$ cat config.mk
export PLATFORM = sky130hd
export DESIGN_NAME = bram_stream_reader
export DESIGN_NICKNAME = d
export VERILOG_FILES = /design/src/rtl/bram_stream_reader_pkg.sv /design/src/rtl/bram_stream_reader_fifo.sv /design/src/rtl/bram_stream_reader.sv
export SDC_FILE = /design/constraint.sdc
export NUM_CORES = 1
export LEC_CHECK = 0
export ABC_CLOCK_PERIOD_IN_PS = 3460
export BUFFER_PORTS_ARGS = -buffer_cell sky130_fd_sc_hd__clkbuf_2
export CORE_MARGIN = 5
export CORE_UTILIZATION = 39
export DETAILED_ROUTE_END_ITERATION = 16
export PLACE_DENSITY = 0.64
export SETUP_SLACK_MARGIN = 0.15
export SYNTH_ARGS = -nofsm -noshare
export SYNTH_HDL_FRONTEND = slang
export SYNTH_SLANG_ARGS = --single-unit
$ cat constraint.sdc
create_clock -name clk -period 3.46 [get_ports clk]
set_input_delay 0.346 -clock clk [delete_from_list [all_inputs] [get_ports clk]]
set_output_delay 0.346 -clock clk [all_outputs]
set_load 0.03 [all_outputs]
$ cat src/rtl/bram_stream_reader_pkg.sv
// Shared NTT read-out definitions: BRAM geometry defaults and the reader FSM encoding.
package bram_stream_reader_pkg;

    localparam int unsigned NTT_AW = 11;
    localparam int unsigned NTT_DW = 36;

    typedef enum logic [1:0] {
        ST_IDLE  = 2'd0,
        ST_RUN   = 2'd1,
        ST_DRAIN = 2'd2
    } state_e;

endpackage

$ cat src/rtl/bram_stream_reader_fifo.sv
// Two-entry skid FIFO: the head register drives the stream directly, the tail absorbs one stall.
module stream_skid_fifo2 #(
    parameter int unsigned W = 37
) (
    input  logic         clk,
    input  logic         rst_n,
    input  logic         i_push,
    input  logic [W-1:0] i_din,
    input  logic         i_pop,
    output logic         o_valid,
    output logic [W-1:0] o_dout,
    output logic [1:0]   o_cnt
);

    logic [W-1:0] r_head;
    logic [W-1:0] r_tail;
    logic [1:0]   r_cnt;

    always_ff @(posedge clk or negedge rst_n) begin
        if (!rst_n) begin
            r_head <= '0;
            r_tail <= '0;
            r_cnt  <= '0;
        end else begin
            case ({i_push, i_pop})
                2'b10: begin
                    if (r_cnt == 2'd0) r_head <= i_din;
                    else               r_tail <= i_din;
                    r_cnt <= r_cnt + 2'd1;
                end
                2'b01: begin
                    r_head <= r_tail;
                    r_cnt  <= r_cnt - 2'd1;
                end
                2'b11: begin
                    // Count unchanged: the incoming word lands behind whatever remains.
                    if (r_cnt == 2'd2) begin
                        r_head <= r_tail;
                        r_tail <= i_din;
                    end else begin
                        r_head <= i_din;
                    end
                end
                default: ;
            endcase
        end
    end

    assign o_valid = (r_cnt != 2'd0);
    assign o_dout  = r_head;
    assign o_cnt   = r_cnt;

endmodule

$ cat src/rtl/bram_stream_reader.sv
// Sweeps a contiguous BRAM address window and streams the words out on valid/ready,
// hiding the BRAM's one-cycle read latency behind a 2-entry skid FIFO.
module bram_stream_reader
    import bram_stream_reader_pkg::*;
#(
    parameter int unsigned AW = NTT_AW,
    parameter int unsigned DW = NTT_DW
) (
    input  logic          clk,
    input  logic          rst_n,
    input  logic          start,
    input  logic [AW-1:0] base_addr,
    input  logic [AW:0]   len,
    output logic          busy,
    output logic          done,
    output logic [AW-1:0] rd_addr,
    input  logic [DW-1:0] rd_dout,
    output logic          m_valid,
    input  logic          m_ready,
    output logic [DW-1:0] m_data,
    output logic          m_last
);

    state_e        r_state;
    logic [AW-1:0] r_addr;
    logic [AW:0]   r_remaining;
    logic          r_inflight;
    logic          r_inflight_last;
    logic          r_busy;
    logic          r_done;

    logic          w_valid;
    logic          w_pop;
    logic [1:0]    w_cnt;
    logic [2:0]    w_occ;
    logic          w_issue;
    logic [DW:0]   w_head;

    // Occupancy after this cycle's pop, counting the read already in flight.
    assign w_pop   = w_valid && m_ready;
    assign w_occ   = 3'(w_cnt) + 3'(r_inflight) - 3'(w_pop);
    assign w_issue = (r_state == ST_RUN) && (r_remaining != '0) && (w_occ < 3'd2);

    stream_skid_fifo2 #(
        .W(DW + 1)
    ) u_fifo (
        .clk    (clk),
        .rst_n  (rst_n),
        .i_push (r_inflight),
        .i_din  ({r_inflight_last, rd_dout}),
        .i_pop  (w_pop),
        .o_valid(w_valid),
        .o_dout (w_head),
        .o_cnt  (w_cnt)
    );

    always_ff @(posedge clk or negedge rst_n) begin
        if (!rst_n) begin
            r_state         <= ST_IDLE;
            r_addr          <= '0;
            r_remaining     <= '0;
            r_inflight      <= 1'b0;
            r_inflight_last <= 1'b0;
            r_busy          <= 1'b0;
            r_done          <= 1'b0;
        end else begin
            r_done          <= 1'b0;
            r_inflight      <= w_issue;
            r_inflight_last <= w_issue && (r_remaining == (AW+1)'(1));
            if (w_issue) begin
                r_addr      <= r_addr + AW'(1);
                r_remaining <= r_remaining - (AW+1)'(1);
            end
            case (r_state)
                ST_IDLE: begin
                    if (start) begin
                        if (len != '0) begin
                            r_addr      <= base_addr;
                            r_remaining <= len;
                            r_busy      <= 1'b1;
                            r_state     <= ST_RUN;
                        end else begin
                            r_done <= 1'b1;
                        end
                    end
                end
                ST_RUN: begin
                    if (r_remaining == '0) r_state <= ST_DRAIN;
                end
                ST_DRAIN: begin
                    // The tagged word is the final one, so its handshake empties the pipe.
                    if (w_pop && w_head[DW]) begin
                        r_busy  <= 1'b0;
                        r_done  <= 1'b1;
                        r_state <= ST_IDLE;
                    end
                end
                default: r_state <= ST_IDLE;
            endcase
        end
    end

    assign busy    = r_busy;
    assign done    = r_done;
    assign rd_addr = r_addr;
    assign m_valid = w_valid;
    assign m_data  = w_head[DW-1:0];
    assign m_last  = w_head[DW];

endmodule

==> metrics.md, run 1 <==
| Metric | Value |
|---|---|
| Most frequent CP cell | nor2_1 |
| Number of synthesized flops with an enable pin | 0 |
| Die Wd | roughly 120 µm |
| PD cells | roughly 980 nW/µm² |
| Final GP Congestion | 0.838 |
| Diode count | 0 |
| Yosys top cell by area | dfrtp_1 |
| Cell variety after synth | 43 |
| Clock slew at reported path FFs | roughly 70 ps |
| GR Util met1 | 0.210 |
| TritonCTS clock tree | done |
| Register area | approximately 2600 µm² |
| Clock sink count | 105 |
| Antenna violations before repair | 1 |
| Die ar. | 14700 µm² |
| Root Buffer | clkbuf_16 |
| PortBufs | 113 |
| DRT iter0 DRCs | 207 |
| Area post-placement | 5590 µm² |
| CTS H-tree depth | 3 |
| P&R area growth vs syn | 21.1% |
| Final Util | 0.484 |
| Setup TNS | 0 ps |
| DR vias | 3674 |
| Worst Hold Class | in -> async |
| M3 GR Usage | 0.0462 |
| # fillers | between 1000 and 1500 |
| Max stage delay cell, worst path | fa_1 |
| Post-Syn Area | between 4000 and 5000 µm² |
| Multi-input logic area | just over 2000 µm² |
| Placeable Area | between 10000 and 15000 µm² |
| Clock power frac | 0.167 |
| Ys async rst share | 1.00 |
| Required @ worst endpoint | 3700 ps |
| First-pass GRT wire length | between 15000 and 20000 µm |
| Internal | roughly 3.3 mW |
| Pins over their slew limit | 0 |
| MaxCap Viol Count | 0 |
| Drc violations | 0 |
| Router iterations before antenna repair | 4 |
| Nets | ~620 |
| Layout cell share with drive strength beyond 1 | 0.338 |
| Num CTS Buffers | 9 |
| Post-synth top area share | 0.543 |
| Final number of hold-violating endpoints | 0 |
| Combinational Power Share | 0.444 |
| Routed WL per cell | ~15 µm |
| Critical path class | reg -> reg |
| Worst Setup Start Kind | flip-flop |
| Synth warn | 0 |
| Syn avg cell area | ~11 µm² |
| Final setup fails | 0 |
| Maximum vdd drop | between 400 and 500 µV |
| Final WL | 11100 µm |
| CP endpoint kind | flip-flop |
| Vias in the first global route | ~3800 |
| Main synth FF type | dfrtp_1 |
| Sequential power share | 0.389 |
| Actual slew at the worst max-slew pin | 676 ps |
| Post-Synthesis Cells | 443 |
| GRT busiest layer | met2 |
| Overall Global Routing Usage | 0.160 |
| Largest cells by area after synthesis | dfrtp_1 (54%), mux2_2 (9.3%), o21ai_0 (5.9%), a22oi_1 (5.7%), nand2_1 (4.7%) |
| Top Ports | between 100 and 150 |
| Postcts setup bufs | 0 |
| FMAX | about 350 MHz |
| Largest net degree at the start of global routing | between 70 and 80 |
| Cts repair resizes | 0 |
| Row cnt | 40 |
| Initial core utilization | 0.400 |
| Fin cells | 722 |
| Net Count, Synth | 513 |
| Hpwl dp | just under 8000 µm |
| Outcome | finished, final reports clean |
| Switching Power | roughly 2.4 mW |
| M2 GR Usage | 0.255 |
| Setup repair after global routing missed its margin | false |
| Die height | 121 µm |
| CTS Hold Bufs | 0 |
| CP bufs+invs | 0 |
| Yosys reg bits | 105 |
| Sequential fraction of the synthesis area | 0.543 |
| Top delay family on crit path | simple AND/OR/NAND/NOR gates |
| Crit-path max FO | 7 |
| Clock skew | 6.56 ps |
| Worst-Skew Late Latency | 350 ps |
| Final Cycle Share | 0.826 |
| Critical path arrival | 3090 ps |
| Minimum clock period | 2860 ps |
| Sw Ratio | 0.425 |
| Design Area, Final | a little under 6000 µm² |
| Slew headroom | 0.549 |
| Gr ovfl total | 0 |
| Leakage | around 2.7 nW |
| Worst path cell trace | nand2_1, nor2_1, o21ai_0, fa_1, nand3b_1, nor2_1, nand2_2, mux2i_1, mux2_2 |
| Post-route ant nets | 0 |
| Clock tree buffer depth | 2 |
| CP max stage delay | around 520 ps |
| Routed vias/inst | 5.09 |
| Placed Cells | around 700 |
==> worst paths after layout <==
| kind | startpoint | end | cells after the start | slack [ps] |
|---|---|---|---|---|
| min in group clk | base_addr[5] | rd_addr[5] | 3 | 200 |
| worst max register to register | u_fifo.o_cnt[1] | r_remaining[1] | 9 | 600 |
| worst min register to register | u_fifo.o_dout[29] | u_fifo.o_dout[29] | 2 | 480 |
| worst min-delay path | rst_n | rd_addr[1] | 1 | 20 |
| max in group asynchronous | rst_n | u_fifo.r_tail[34] | 2 | 2560 |
| worst max-delay path | u_fifo.o_cnt[1] | r_remaining[1] | 9 | 600 |
==> per-layer routing <==
metal	part of all wire	routed length, µm
met5	0.0018	20
met4	0.017	185
met3	0.058	647
met2	0.48	5340
met1	0.44	4880
==> stage by stage <==
| stage | power, mW | hold slack, ps | setup WS [ps] |
|---|---|---|---|
| after floorplan | 4.10 | 50.4 | 860 |
| after global placement | 4.74 | 428 | 663 |
| after detailed placement | 4.83 | 431 | 527 |
| after CTS | 5.82 | 57.8 | 576 |
| after global routing | 6.20 | 89.4 | 398 |
| final | 5.73 | 23.2 | 603 |
==> cells by family (layout without fill, tap and decap cells) <==
group / count (synthesis) / in the layout / share of synthesized area
and+or+nand+nor: 116 / 116 / 0.117
adders and majority gates: 7 / 7 / 0.0196
DFF: 105 / 105 / 0.543
xor gates and xnor gates: 22 / 22 / 0.0398
buffers and inverters: 37 / 148 / 0.0349
muxes: 43 / 43 / 0.0995
AOI/OAI and AO/OA: 113 / 113 / 0.147
==> state kept, by name (all words and copies together), names as in the netlist <==
name,cells
rd_addr,11
r_inflight,1
u_fifo.o_cnt,2
u_fifo.r_tail,37
u_fifo.o_dout,37
r_state,2
r_inflight_last,1
r_remaining,12
busy,1
done,1
==> cell usage in the layout, fill, tap and decap left out, drive strengths merged, types with 4 or more instances in the layout <==
| cell type | instances |
|---|---|
| dfrtp | 105 |
| nor3 | 4 |
| nor2 | 9 |
| ha | 6 |
| a21o | 4 |
| o21ai | 59 |
| xnor2 | 5 |
| inv | 9 |
| a22oi | 37 |
| nor4 | 6 |
| and3 | 4 |
| nand2 | 62 |
| xor2 | 17 |
| mux2 | 41 |
| nand4 | 9 |
| a21oi | 5 |
| clkbuf | 124 |
| buf | 11 |
| nand3 | 11 |
==> Yosys cell counts, types with 2 or more instances <==
master,n
nand4_1,9
a22oi_1,37
inv_1,9
o21ai_1,2
xnor2_1,5
and4_1,2
a31o_2,2
nand2_1,61
xor2_1,17
mux2_2,40
nor2_1,9
ha_1,6
mux2i_1,2
buf_4,5
buf_2,7
a21oi_1,5
nor3_1,4
clkbuf_2,2
nor4_1,4
nor2b_1,2
o211ai_1,2
clkbuf_1,14
dfrtp_1,105
a21o_1,4
nand3_1,11
o21ai_0,57
and3_1,4
==> area by class of cell <==
type,instances,area share
clock buffer,12,0.0420
tap,168,0.0359
inverter,9,0.00576
timing repair buffer,123,0.112
multi-input combinational,301,0.351
clock inverter,4,0.00491
sequential,105,0.448
==> worst register-to-register path: stages (launching register included) <==
cell and delay (ps):
dfrtp_1 470, nand2_1 80, nor2_1 210, o21ai_0 160
fa_1 520, nand3b_1 200, nor2_1 450, nand2_2 230
mux2i_1 170, mux2_2 250
==> power by group through the flow <==
stage	registers (mW)	logic (mW)	clock network, mW
6_report	2.23	2.55	0.957
5_1_grt	2.32	2.83	1.05
4_1_cts	2.23	2.59	0.997
3_5_place_dp	2.25	2.58	0
3_3_place_gp	2.22	2.52	0
2_1_floorplan	2.64	1.45	0
No activity file was read; power rests on OpenSTA's default activity.
==> inputs of run 2 (changes only) <==
- ABC_CLOCK_PERIOD_IN_PS: 3460 -> 2600
- PLACE_DENSITY: 0.64 -> 0.66
- clock period: 3.46 -> 2.6 ns (I/O delays scaled with it)
==> metrics.md, run 2 (synthesized netlist as in run 1, its figures left out) <==
| Metric | Value |
|---|---|
| Outcome | finished, final reports clean |
| Row cnt | 40 |
| Minimum clock period | around 2400 ps |
| Largest net degree at the start of global routing | 75 |
| Max stage delay cell, worst path | fa_1 |
| First-pass GRT wire length | around 19000 µm |
| Gr ovfl total | 0 |
| Top Ports | around 110 |
| P&R area growth vs syn | 23.7% |
| Final number of hold-violating endpoints | 0 |
| Clock skew | a little under 9 ps |
| Final setup fails | 0 |
| Slew headroom | 0.553 |
| Design Area, Final | 5990 µm² |
| Pins over their slew limit | 0 |
| PortBufs | around 110 |
| Area post-placement | approximately 5700 µm² |
| Worst path cell trace | nor2b_1, o21ai_2, fa_1, nand3b_1, buf_4, nor4_4, o211ai_1, xor2_1, o21ai_1 |
| Register area | approximately 2600 µm² |
| Overall Global Routing Usage | 0.162 |
| CP endpoint kind | flip-flop |
| Actual slew at the worst max-slew pin | approximately 670 ps |
| Commonest non-fill, non-tap cells in the layout | clkbuf_2 (112), dfrtp_1 (104), nand2_1 (60), o21ai_0 (53), mux2_2 (40) |
| DR vias | around 3700 |
| Switching Power | 3.37 mW |
| Final WL | between 10000 and 15000 µm |
| Maximum vdd drop | 484 µV |
| Clock slew at reported path FFs | around 70 ps |
| Post-route ant nets | 0 |
| Met2 Wirelength | 5990 µm |
| Die Wd | around 120 µm |
| Required @ worst endpoint | between 2000 and 3000 ps |
| Clock power frac | 0.162 |
| Die height | about 120 µm |
| Clock tree buffer depth | 2 |
| CTS Hold Bufs | 0 |
| Worst Hold Class | in -> async |
| Hpwl dp | 7930 µm |
| Placeable Area | about 12000 µm² |
| Hold slack | about 12 ps |
| Setup TNS | 0 ps |
| Setup repair after global routing missed its margin | true |
| CP max stage delay | 480 ps |
| Stages on worst setup path | 9 |
| Internal | about 4.5 mW |
| Sequential power share | 0.372 |
| Leakage | 2.75 nW |
| Diode count | 0 |
| Antenna violations before repair | 0 |
| Multi-input logic area | approximately 2100 µm² |
| CTS H-tree depth | 3 |
| Nets | roughly 630 |
| Register-to-Register Path Depth | 9 |
| Top delay family on crit path | simple AND/OR/NAND/NOR gates |
| Sw Ratio | 0.426 |
| Worst Setup Start Kind | flip-flop |
| Num CTS Buffers | 9 |
| Router iterations before antenna repair | 4 |
| Routed WL per cell | between 15 and 20 µm |
| MaxCap Viol Count | 0 |
| DR top layer | met4 |
| CP bufs+invs | 1 |
| Die ar. | around 15000 µm² |
| Combinational Power Share | 0.466 |
| Vias in the first global route | 3857 |
| Final GP Congestion | approximately 0.85 |
| WL met1 | approximately 4700 µm |
| FMAX | approximately 420 MHz |
| Root Buffer | clkbuf_16 |
| # fillers | between 1000 and 1500 |
| Most common cell after layout, fill and taps aside | clkbuf_2 |
| Initial core utilization | 0.400 |
| Drc violations | 0 |
| DRT iter0 DRCs | 191 |
| Final Cycle Share | 0.913 |
| Routed vias/inst | 5.10 |
| Critical path class | reg -> reg |
| Crit-path max FO | 4 |
| TritonCTS clock tree | done |
| Critical path arrival | ~2600 ps |
| Clock sink count | around 110 |
| Met3 wire len | 486 µm |
| Worst-Skew Late Latency | about 360 ps |
| Layout cell share with drive strength beyond 1 | 0.362 |
| PD cells | 1320 nW/µm² |
==> run 2: cell count changes in the layout (fill, tap and decap cells not counted), sizes merged <==
cell    change
buf         +9
inv         +2
clkbuf      -1
clkinv      -1
==> run 2: power by group through the flow <==
| stage | Sequential [mW] | Clock (mW) | Combinational [mW] |
|---|---|---|---|
| finish | 2.94 | 1.28 | 3.68 |
| global route | 3.04 | 1.39 | 4.05 |
| CTS | 2.93 | 1.32 | 3.67 |
| detailed placement | 2.96 | 0 | 3.60 |
| global placement | 2.91 | 0 | 3.50 |
| floorplan | 3.52 | 0 | 1.95 |
==> run 2: per-stage QoR <==
stage | utilization | power, mW | setup slack, ps | instances
floorplan | - | 5.46 | 121 | 443
detailed placement | 0.467 | 6.56 | 49.5 | 711
CTS | 0.491 | 7.91 | 175 | 729
global route | 0.495 | 8.48 | 78.7 | 731
global placement | 0.467 | 6.41 | 137 | 711
finish | 0.495 | 7.90 | 227 | 731
==> run 2: timing repair <==
item,CTS,global route
pin swaps,0,4
setup buffers,2,2
endpoints found under the setup margin,3,26
resized for setup,1,10
==> run 2: final timing paths <==
path                                     endpoint         startpoint  slack [ps]
worst max-delay path              r_remaining[11]    u_fifo.o_cnt[0]         230
max in group asynchronous         u_fifo.o_cnt[1]              rst_n        2100
worst max register to register    r_remaining[11]    u_fifo.o_cnt[0]         230
worst min-delay path                   rd_addr[5]              rst_n          10
worst min register to register  u_fifo.o_dout[34]  u_fifo.o_dout[34]         480
min in group clk                       rd_addr[6]       base_addr[6]         110
==> run 2: worst register-to-register path: stages (launching register included) <==
cell and delay, ps:
dfrtp_1 410, nor2b_1 200, o21ai_2 70, fa_1 480, nand3b_1 170, buf_4 200, nor4_4 310, o211ai_1 160
xor2_1 170, o21ai_1 80
==> run 2: area by class of cell <==
class	instances	area share
multi-input cells	301	0.350
inverters	9	0.00564
well taps	168	0.0351
clock inverters	5	0.00627
repair buffers	132	0.125
clock buffers	11	0.0389
flip-flops and latches	105	0.439
==> run 2: routing by layer <==
layer  global-route usage  vias up
li1                     -     1806
met5                    0        -
met3               0.0387       10
met4               0.0602        0
met2                0.281       84
met1                0.195     1831
